--- src/rtl/sram_2147_ctl_pkg.sv ---
// Shared definitions for the 2147-style SRAM access sequencers: state encoding,
// default timing constants and the counter sizing helper.
package sram_2147_ctl_pkg;

    localparam int unsigned AddrW         = 12;
    localparam int unsigned DefaultAccCyc = 2;
    localparam int unsigned DefaultWeCyc  = 2;

    typedef enum logic [2:0] {
        StIdle    = 3'd0,
        StSetup   = 3'd1,
        StRdWait  = 3'd2,
        StWrPulse = 3'd3,
        StHold    = 3'd4
    } state_t;

    // Bits needed to count down the longer of the two strobe phases.
    function automatic int unsigned cnt_width(input int unsigned acc_cyc,
                                              input int unsigned we_cyc);
        int unsigned longest;
        longest = (acc_cyc > we_cyc) ? acc_cyc : we_cyc;
        return (longest + 1 > 2) ? $clog2(longest + 1) : 1;
    endfunction

endpackage

--- src/rtl/sram_2147_ctl.sv ---
// Clocked request sequencer generating address, chip-enable and write-enable strobes
// for a bank of 4K x 1 static RAMs, with registered read-data capture.
module sram_2147_ctl
    import sram_2147_ctl_pkg::*;
#(
    parameter int unsigned DATA_W  = 32,
    parameter int unsigned ACC_CYC = DefaultAccCyc,
    parameter int unsigned WE_CYC  = DefaultWeCyc
) (
    input  logic              clk,
    input  logic              reset_n,
    input  logic              req,
    output logic              ready,
    input  logic              we,
    input  logic [AddrW-1:0]  addr,
    input  logic [DATA_W-1:0] wdata,
    output logic [DATA_W-1:0] rdata,
    output logic              rvalid,
    output logic [AddrW-1:0]  ram_a,
    output logic              ram_ce_n,
    output logic              ram_we_n,
    output logic [DATA_W-1:0] ram_di,
    input  logic [DATA_W-1:0] ram_do
);

    localparam int unsigned CntW = cnt_width(ACC_CYC, WE_CYC);
    localparam logic [CntW-1:0] AccLoad = CntW'(ACC_CYC - 1);
    localparam logic [CntW-1:0] WeLoad  = CntW'(WE_CYC - 1);

    if (ACC_CYC == 0 || WE_CYC == 0) begin : g_bad_cfg
        $error("sram_2147_ctl: ACC_CYC and WE_CYC must both be at least 1");
    end

    state_t          state;
    logic [CntW-1:0] cnt;
    logic            op_wr;

    // Every output is a register updated alongside the state, so the RAM pins
    // never see a combinational path from the request side.
    always_ff @(posedge clk or negedge reset_n) begin
        if (!reset_n) begin
            state    <= StIdle;
            cnt      <= '0;
            op_wr    <= 1'b0;
            ready    <= 1'b1;
            rvalid   <= 1'b0;
            rdata    <= '0;
            ram_a    <= '0;
            ram_ce_n <= 1'b1;
            ram_we_n <= 1'b1;
            ram_di   <= '0;
        end else begin
            rvalid <= 1'b0;
            unique case (state)
                StIdle: begin
                    if (req) begin
                        ram_a    <= addr;
                        ram_di   <= wdata;
                        op_wr    <= we;
                        ready    <= 1'b0;
                        // Writes enable the part during setup; reads give the
                        // address a full cycle before ce_n falls.
                        ram_ce_n <= ~we;
                        state    <= StSetup;
                    end
                end
                StSetup: begin
                    ram_ce_n <= 1'b0;
                    if (op_wr) begin
                        ram_we_n <= 1'b0;
                        cnt      <= WeLoad;
                        state    <= StWrPulse;
                    end else begin
                        cnt      <= AccLoad;
                        state    <= StRdWait;
                    end
                end
                StRdWait: begin
                    if (cnt == '0) begin
                        rdata    <= ram_do;
                        rvalid   <= 1'b1;
                        ram_ce_n <= 1'b1;
                        state    <= StHold;
                    end else begin
                        cnt <= cnt - CntW'(1);
                    end
                end
                StWrPulse: begin
                    if (cnt == '0) begin
                        // ce_n stays low one more cycle so data and address
                        // are held past the rising edge of we_n.
                        ram_we_n <= 1'b1;
                        state    <= StHold;
                    end else begin
                        cnt <= cnt - CntW'(1);
                    end
                end
                StHold: begin
                    ram_ce_n <= 1'b1;
                    ready    <= 1'b1;
                    state    <= StIdle;
                end
                default: begin
                    ram_ce_n <= 1'b1;
                    ram_we_n <= 1'b1;
                    ready    <= 1'b1;
                    state    <= StIdle;
                end
            endcase
        end
    end

    // Strobe-ordering properties of the RAM interface.
    a_addr_stable: assert property (@(posedge clk) disable iff (!reset_n)
        (!ram_ce_n && $past(!ram_ce_n)) |-> $stable(ram_a));
    a_data_stable: assert property (@(posedge clk) disable iff (!reset_n)
        (!ram_ce_n && $past(!ram_ce_n)) |-> $stable(ram_di));
    a_we_inside_ce: assert property (@(posedge clk) disable iff (!reset_n)
        !ram_we_n |-> !ram_ce_n);
    a_we_not_with_ce: assert property (@(posedge clk) disable iff (!reset_n)
        $fell(ram_we_n) |-> !$fell(ram_ce_n));
    a_rvalid_pulse: assert property (@(posedge clk) disable iff (!reset_n)
        rvalid |=> !rvalid);
    a_ready_idle: assert property (@(posedge clk) disable iff (!reset_n)
        ready |-> (state == StIdle));

endmodule

--- config.mk ---
export PLATFORM = sky130hd
export DESIGN_NAME = sram_2147_ctl
export DESIGN_NICKNAME = d
export VERILOG_FILES = /design/src/rtl/sram_2147_ctl_pkg.sv /design/src/rtl/sram_2147_ctl.sv
export SDC_FILE = /design/constraint.sdc
export NUM_CORES = 1
export LEC_CHECK = 0
export BUFFER_PORTS_ARGS = -buffer_cell sky130_fd_sc_hd__clkbuf_2
export CAP_MARGIN = 10
export CORE_ASPECT_RATIO = 1.75
export CORE_MARGIN = 10
export CORE_UTILIZATION = 49
export DETAILED_ROUTE_END_ITERATION = 8
export PLACE_DENSITY = 0.84
export SYNTH_ARGS = -nofsm -noshare
export SYNTH_HDL_FRONTEND = slang
export SYNTH_SLANG_ARGS = --single-unit
--- constraint.sdc ---
create_clock -name clk -period 4 [get_ports clk]
set_input_delay 0.2 -clock clk [delete_from_list [all_inputs] [get_ports clk]]
set_output_delay 0.2 -clock clk [all_outputs]
set_load 0.01 [all_outputs]
Yosys cells after proc, flatten, opt, wreduce, memory -nomap -nowiden
Cells that the tools add are included.
{"block": "op_classes", "addsub": 1, "n_eq_ne": 10, "muxes": 15, "bitwise_logic": 4, "n_reduce_logical": 13}
{"cell": "inequality test 2 bit (second input constant)", "n": 5}
{"cell": "AND reduction 2 bit", "n": 5}
{"cell": "one-hot mux 3 bit (3 select lines)", "n": 1}
{"cell": "2-to-1 mux 1 bit", "n": 7}
{"cell": "equality test 3 x 2 -> 1 bit (second input constant)", "n": 2}
{"cell": "2-to-1 mux 3 bit", "n": 2}
{"cell": "AND reduction 3 bit", "n": 2}
{"cell": "OR reduction 3 bit", "n": 2}
{"cell": "inverter 1 bit", "n": 4}
{"cell": "one-hot mux 1 bit (4 select lines)", "n": 1}
{"cell": "one-hot mux 2 bit (2 select lines)", "n": 1}
{"cell": "equality test 3 x 1 -> 1 bit (second input constant)", "n": 1}
{"cell": "equality test 3 bit (second input constant)", "n": 1}
{"cell": "logical NOT 3 bit", "n": 1}
{"cell": "one-hot mux 1 bit (3 select lines)", "n": 1}
{"cell": "logical NOT 2 bit", "n": 1}
{"cell": "2-to-1 mux 2 bit", "n": 1}
{"cell": "inequality test 2 x 1 -> 1 bit (second input constant)", "n": 1}
{"cell": "one-hot mux 1 bit (2 select lines)", "n": 1}
{"cell": "nonzero test 2 bit", "n": 1}
{"cell": "OR reduction 2 bit", "n": 1}
{"cell": "subtractor 2 x 1 -> 2 bit (second input constant)", "n": 1}
{"block": "word_totals", "reg_bits": 86, "input_bits": 80, "output_inout_bits": 80, "word_cells": 53}

Depth between registers and ports, before layout
Gate-level depths: netlist of the first run.
{"block": "logic_depth", "depth_word": 4, "depth_mapped": 6, "mapped_depth_nobuf": 5}

Least setup slack after synthesis of the first run
No wires, ideal clock.
{"block": "synth_timing", "path_kind": "register to register", "startpoint": "register cnt[0]", "endpoint": "register rdata[10]", "setup_time_ps": 125, "arrival_time_ps": 1595, "t_required_ps": 3875, "setup_slack_ps": 2280, "path_stages_with_launch": 7, "path_buffers": 1, "period_less_slack_ps": 1720, "cell_sequence": "dfrtp_1 -> inv_1 -> ha_1 -> nand2b_4 -> nor3b_4 -> buf_6 -> mux2_2"}
{"block": "synth_between", "elab_chain_len": 2}
{"item": "start, declared", "line_no": "sram_2147_ctl.sv:35", "text": "logic [CntW-1:0] cnt;"}
{"item": "start signal, assigned", "line_no": "sram_2147_ctl.sv:71", "text": "cnt <= WeLoad;"}
{"item": "start signal, assigned", "line_no": "sram_2147_ctl.sv:74", "text": "cnt <= AccLoad;"}
{"item": "start signal, assigned", "line_no": "sram_2147_ctl.sv:85", "text": "cnt <= cnt - CntW'(1);"}
{"item": "logical NOT 2 bit", "line_no": "sram_2147_ctl.sv:79", "text": "if (cnt == '0) begin"}
{"item": "AND reduction 2 bit (no line)"}
{"item": "end signal, assigned", "line_no": "sram_2147_ctl.sv:80", "text": "rdata <= ram_do;"}
{"item": "end, declared", "line_no": "sram_2147_ctl.sv:17", "text": "output logic [DATA_W-1:0] rdata,"}
Every way passes these cells.
A chain may end at the register's enable or synchronous reset.

Worst setup path in the final report of the first run
{"block": "layout_timing", "startpoint": "register cnt[0]", "endpoint": "register rdata[28]"}
The elaborated chain is that of the path after synthesis.

==> impl_results.md, run 1 <==
- Routed via count: 2299
- Fmax: between 0.5 and 0.6 GHz
- Filler cell count: 482
- Sequential share of the synthesized area: ~64%
- R2R Path Start: cnt[0]$_DFFE_PN0P_
- WL/cell: ~18 µm
- Synth top area cells: dfrtp_1, mux2_2, buf_6, dfstp_2, mux2_1
- Commonest non-fill, non-tap cells in the layout: clkbuf_2, dfrtp_1, mux2_2, clkbuf_16, a21oi_1
- Post-Syn Instances: between 200 and 250
- Final WL: 8.35 mm
- CTS sink count: between 80 and 90
- Setup TNS: 0 ps
- Max VDD drop: 510 µV
- Layout cells sized above 1: between 60% and 70%
- Via density: about 5.0
- Initial antenna violation count: 0
- FF-to-FF setup slack: ~2100 ps
- Post-CTS Hold Fix Bufs: 0
- Die width: between 80 and 90 µm
- CTS root buf: clkbuf_16
- Crit path kind: reg2reg
- Vias in the first global route: between 2000 and 3000
- Final period util: between 40% and 50%
- GRT Overall Usage: roughly 16%
- Pwr dens: 892 nW/µm²
- Worst setup SP type: register
- DRT Pass-1 Iters: 4
- First-pass GRT wire length: roughly 13 mm
- Pins over their slew limit: 0
- Yosys warns: 0
- Setup crit start: cnt[0]$_DFFE_PN0P_
- Die Y: between 100 and 150 µm
- Finish-stage setup viols: 0
- Post-CTS setup buffer count: 0
- Top-area cell type share of the netlist area: ~62%
- Row Count: 39
- Most common cell after layout, fill and taps aside: clkbuf_2
- Diode count: 0
- Hold WS: around 62 ps
- # DRC: 0
- Initial Util: about 50%
- Final nets: approximately 450
- Core Box Area: approximately 6600 µm²
- Final hold vios: 0
- WP data required: around 4200 ps
- Post-Syn Area: 3360 µm²
- Maxcap violations: 0
- Final Core Density: between 60 and 70%
- Fin Clk Skew: 3.44 ps
- Number of synthesized register bits: between 80 and 90
- CP Capture Type: register
- IO Port Bufs: approximately 160
- Largest net degree at the start of global routing: 87
- P&R area growth vs syn: 34.1%
- DP Cell Count: 440
- RePlAce Congestion: ~0.76
- Reg2Reg Depth: 6
- Starting DRT DRC Count: 45
- Clock Pin Slew Worst Setup and Hold Paths: 60 ps
- Inserted Clock Buffers: 9
- Full die area: approximately 11000 µm²
- Worst slew margin: 30.1%
- Worst Path Arrival: around 2100 ps
- Netlist cell types: 25
- Slew of the pin with the lowest slew margin: 1050 ps
- Syn Nets: ~290
- Minimum clock period: 1930 ps
- CTS Buffer Depth: 2
- Worst skew pair latency: 330 ps
- Syn Area/Cell: roughly 16 µm²
- Htree depth: 3
- Dpl hpwl: 6.57 mm
- RSZ-0062 raised after global routing: no
- CP Max Fanout: 33
- Largest area contributor in the netlist: dfrtp_1
- Ports: 160
- Number of routed nets with antenna violations: 0
- Min-Delay Path Class: in2async
- Congestion Overflow GR: 0
- Non-Filler Instances: 456
- Post-CTS resize count: 0
- Status: complete, no violations
- Cell area after layout: 4500 µm²
- CTS tree: built
- Leak: 2.23 nW
- Placed Area: 4190 µm²
final timing paths:
path                                              end
worst max-delay path            rdata[28]$_DFFE_PN0P_
worst min-delay path            rdata[28]$_DFFE_PN0P_
worst max register to register  rdata[28]$_DFFE_PN0P_
worst min register to register      ready$_DFFE_PN1P_
max in group asynchronous        ram_a[8]$_DFFE_PN0P_
min in group clk                rdata[11]$_DFFE_PN0P_
worst max-delay path, stage by stage (launching register included):
cell	delay, ps
dfrtp_1	380
inv_1	110
ha_1	280
nand2b_4	80
nor3b_4	160
buf_4	390
mux2_2	390
per-layer routing:
layer / vias up / wire length (µm) / global-route usage, %
met3: 17 / 970 / 6.16
met5: - / 0 / 0
met4: 0 / 220 / 8.80
met2: 102 / 4660 / 28.2
li1: 1056 / - / -
met1: 1124 / 2500 / 14.2
through the flow:
step	setup slack (ps)	power (mW)
2_1_floorplan	2280	2.55
6_report	2070	4.02
4_1_cts	2060	4.09
5_1_grt	1940	4.29
3_3_place_gp	2160	3.10
3_5_place_dp	2070	3.20
area by class of cell:
class	count	area (µm²)	share of cell area (%)
sequential	86	2160	47.9
multi-input combinational	108	1100	24.4
timing repair buffer	162	821	18.2
clock buffer	13	250	5.56
tap	82	103	2.28
clock inverter	3	67.6	1.50
inverter	2	7.51	0.167
where the power goes:
| group | internal [mW] | total (mW) | switching [mW] |
|---|---|---|---|
| Clock | 0.564 | 0.876 | 0.311 |
| Combinational | 0.811 | 1.54 | 0.733 |
| Sequential | 1.33 | 1.60 | 0.268 |
logic make-up after synthesis:
group / after synthesis / share of synthesized area, %
compound gates: 12 / 2.38
flops: 86 / 64.2
fa+ha+maj: 2 / 0.745
buf+inv: 13 / 3.35
mux: 78 / 26.1
simple gates: 16 / 3.20
sequential cells by signal, indices dropped and copies added, names as in the netlist:
signal	flops
ram_ce_n	1
ram_di	32
rvalid	1
ram_a	12
op_wr	1
rdata	32
cnt	2
state	3
ram_we_n	1
ready	1
Yosys cell counts:
cell      count
nor4b_2       1
dfrtp_1      83
nand2_1       4
nor2_1        5
nor3_1        1
a22o_1        1
mux2_1        3
nand2b_4      1
or3_1         1
clkbuf_1      2
or2_2         1
and3b_1       1
inv_1         2
buf_6         8
nor3b_4       1
dfstp_2       3
ha_1          2
o31a_1        1
o211ai_1      1
o32a_1        1
a21oi_1       6
mux2_2       75
o31ai_1       1
a22oi_1       1
buf_4         1
(Power assumes the default switching activity.)
==> inputs of run 2 (changes only) <==
- CORE_UTILIZATION: 49 -> 46
- PLACE_DENSITY: 0.84 -> 0.79
- clock period: 4 -> 1.87 ns (I/O delays scaled with it)
==> run 2 against run 1 <==
Against the previous run:
- clock power increased by 120%
- power increased by 120%
- clock-buffer cell count decreased by 2
- first-iteration DRC count increased by 140%
- sequential cell count unchanged
- non-clock buffer count increased by 71
- via count increased by 12%
- worst hold slack got worse by 53 ps
- global-route usage increased by 1.0 points
- sequential share of layout area decreased by 6.9 points
- maximum frequency increased by 10%
- utilization increased by 4.8 points
- highest routed layer unchanged
==> impl_results.md, run 2 (synthesis gave the netlist of run 1 again) <==
- Clock power share: 21.4% (-0.4 points)
- Diode count: 0 (unchanged)
- RePlAce Congestion: 0.708 (-6.6%)
- Die width: 84.6 µm (+2.4%)
- DP Cell Count: 447 (+1.6%)
- Critical path buffer and inverter count: 2 (unchanged)
- Sequential Power Share: 38.4% (-1.3 points)
- Worst skew pair latency: 330 ps (about the same)
- CTS root buf: clkbuf_16
- Congestion Overflow GR: 0 (unchanged)
- Leak: 2.55 nW (+14%)
- Full die area: 11300 µm² (+5.2%)
- IO Port Bufs: 159 (unchanged)
- First-pass GRT wire length: 15.2 mm (+18%)
- Logic pwr share: 40.2% (+1.7 points)
- Minimum clock period: 1750 ps (-183 ps)
- # DRC: 0 (unchanged)
- GRT Overall Usage: 16.7% (+1.0 points)
- CP max stage delay: 380 ps (about the same)
- RSZ-0062 raised after global routing: no
- CTS sink count: 86 (unchanged)
- Worst slew margin: 62.0% (+32 points)
- Final hold vios: 0 (unchanged)
- Status: complete, no violations
- Worst setup SP type: register
- Maxcap violations: 0 (unchanged)
- Core Box Area: 7180 µm² (+9.0%)
- Finish-stage setup viols: 0 (unchanged)
- P&R area growth vs syn: 56.5%
- Vias in the first global route: 3069 (+17%)
- Initial antenna violation count: 0 (unchanged)
- Final WL: 9.21 mm (+10%)
- Pwr dens: 1680 nW/µm² (+89%)
- Largest registers: ram_di x32, rdata x32, ram_a x12
- Commonest non-fill, non-tap cells in the layout: clkbuf_2, dfrtp_1, mux2_2, dlygate4sd3_1, clkbuf_16
- WL/cell: 17.4 µm (-5.1%)
- Layout cells sized above 1: 59.2% (-9.5 points)
- Filler cell count: 485 (+0.62%)
- Crit path kind: reg2reg
- Most common cell after layout, fill and taps aside: clkbuf_2
- Crit-path leading delay family: flip-flops
- Pins over their slew limit: 0 (unchanged)
- CP Max Fanout: 33 (unchanged)
- Row Count: 41 (+5.1%)
- Slew of the pin with the lowest slew margin: 569 ps (-480 ps)
- Initial Util: 46.8% (-4.2 points)
- Fmax: 0.572 GHz (+10%)
- Ports: 160 (unchanged)
- Fin Clk Skew: 4.99 ps (+1.55 ps)
- Clock Pin Slew Worst Setup and Hold Paths: 60 ps (about the same)
- Post-route setup slack: 123 ps (-1950 ps)
- CP Capture Type: register
- Crit-path cells: inv_1 > ha_2 > nand2b_4 > nor3b_4 > buf_12 > mux2_2
- CTS tree: built
- Starting DRT DRC Count: 110 (+140%)
- Design Power: 8.85 mW (+120%)
- Die Y: 133 µm (+2.7%)
- DRT Pass-1 Iters: 4 (unchanged)
- Switching Fraction: 32.5% (-0.18 points)
- Final nets: 522 (+16%)
- Dpl ws: 78.4 ps (-1990 ps)
- Critical path's slowest cell: dfrtp_1
- Htree depth: 3 (unchanged)
- Final period util: 93.4% (+45 points)
- Largest net degree at the start of global routing: 46 (-47%)
- Max VDD drop: 919 µV (+80%)
- Worst Path Arrival: 1950 ps (-190 ps)
- Routed via count: 2566 (+12%)
- P_int: 5.97 mW (+120%)
- Non-Filler Instances: 530 (+16%)
- WP data required: 2080 ps (-2130 ps)
- Setup TNS: 0 ps (unchanged)
- Min-Delay Path Class: in2reg
- Switching power: 2.87 mW (+120%)
- Via density: 4.84 (-4.0%)
- CTS Buffer Depth: 2 (unchanged)
- Dpl hpwl: 6.55 mm (-0.21%)
- Number of routed nets with antenna violations: 0 (unchanged)
- Post-CTS setup buffer count: 0 (unchanged)
- Inserted Clock Buffers: 9 (unchanged)
==> run 2: cell types whose count changed in the layout (fill, tap and decap cells not counted), sizes merged <==
| cell | previous run | this run |
|---|---|---|
| dlygate4sd3 | 0 | 68 |
| buf | 4 | 7 |
| clkinvlp | 1 | 0 |
| clkinv | 0 | 2 |
| clkbuf | 171 | 169 |
==> run 2: per-stage QoR <==
step	hold WS (ps)	util [%]	area, µm²
after floorplan	-202	-	3360
after detailed placement	134	59.2	4250
after global placement	120	59.2	4250
final	8.81	73.2	5260
after CTS	2.52	73.2	5260
after global routing	3.82	73.2	5260
==> run 2: cell type report <==
class                   instances  area [µm²]  area share (%)
multi-input cells             108        1100            21.0
clock buffers                  11         253            4.81
repair buffers                233        1560            29.7
inverters                       2        7.51           0.143
flip-flops and latches         86        2160            41.0
well taps                      86         108            2.05
clock inverters                 4        70.1            1.33
==> run 2: path summary, 6_finish.rpt <==
kind | start | endpoint | cells after the start | slack, ps
max in group asynchronous | reset_n | ram_di[19]$_DFFE_PN0P_ | 3 | 950
max | cnt[0]$_DFFE_PN0P_ | rdata[13]$_DFFE_PN0P_ | 6 | 120
min reg2reg | ready$_DFFE_PN1P_ | ready$_DFFE_PN1P_ | 2 | 490
min in group asynchronous | reset_n | rdata[6]$_DFFE_PN0P_ | 2 | 300
min | ram_do[24] | rdata[24]$_DFFE_PN0P_ | 2 | 9
max reg2reg | cnt[0]$_DFFE_PN0P_ | rdata[13]$_DFFE_PN0P_ | 6 | 120
==> run 2: repair_timing <==
| item | 4_1_cts | 5_1_grt |
|---|---|---|
| resized for setup | 0 | 1 |
| endpoints found under the setup margin | 0 | 32 |
| hold endpoints to repair | 107 | 0 |
| hold buffers | 68 | 0 |
==> run 2: worst register-to-register path: cells and delay by family (launching register included) <==
kind	cells	cell delay, ps
adder cells (fa/ha/maj)	1	250
buffers and inverters	2	340
flip-flops	1	380
multiplexers	1	370
AND/OR/NAND/NOR	2	280
==> run 2: power groups by stage <==
stage          logic [mW]  registers, mW  clock network [mW]
6_report             3.56           3.40                1.89
5_1_grt              3.87           3.52                2.02
4_1_cts              3.59           3.39                1.94
3_5_place_dp         3.48           3.41                   0
3_3_place_gp         3.35           3.36                   0
2_1_floorplan        1.69           3.76                   0
==> run 2: per-layer routing <==
metal	up-vias	part of all wire, %	global-route usage (%)
li1	1197	-	-
met2	107	55	30.5
met1	1243	34	15.4
met4	0	2.5	7.17
met5	-	0	0
met3	19	8.4	7.19
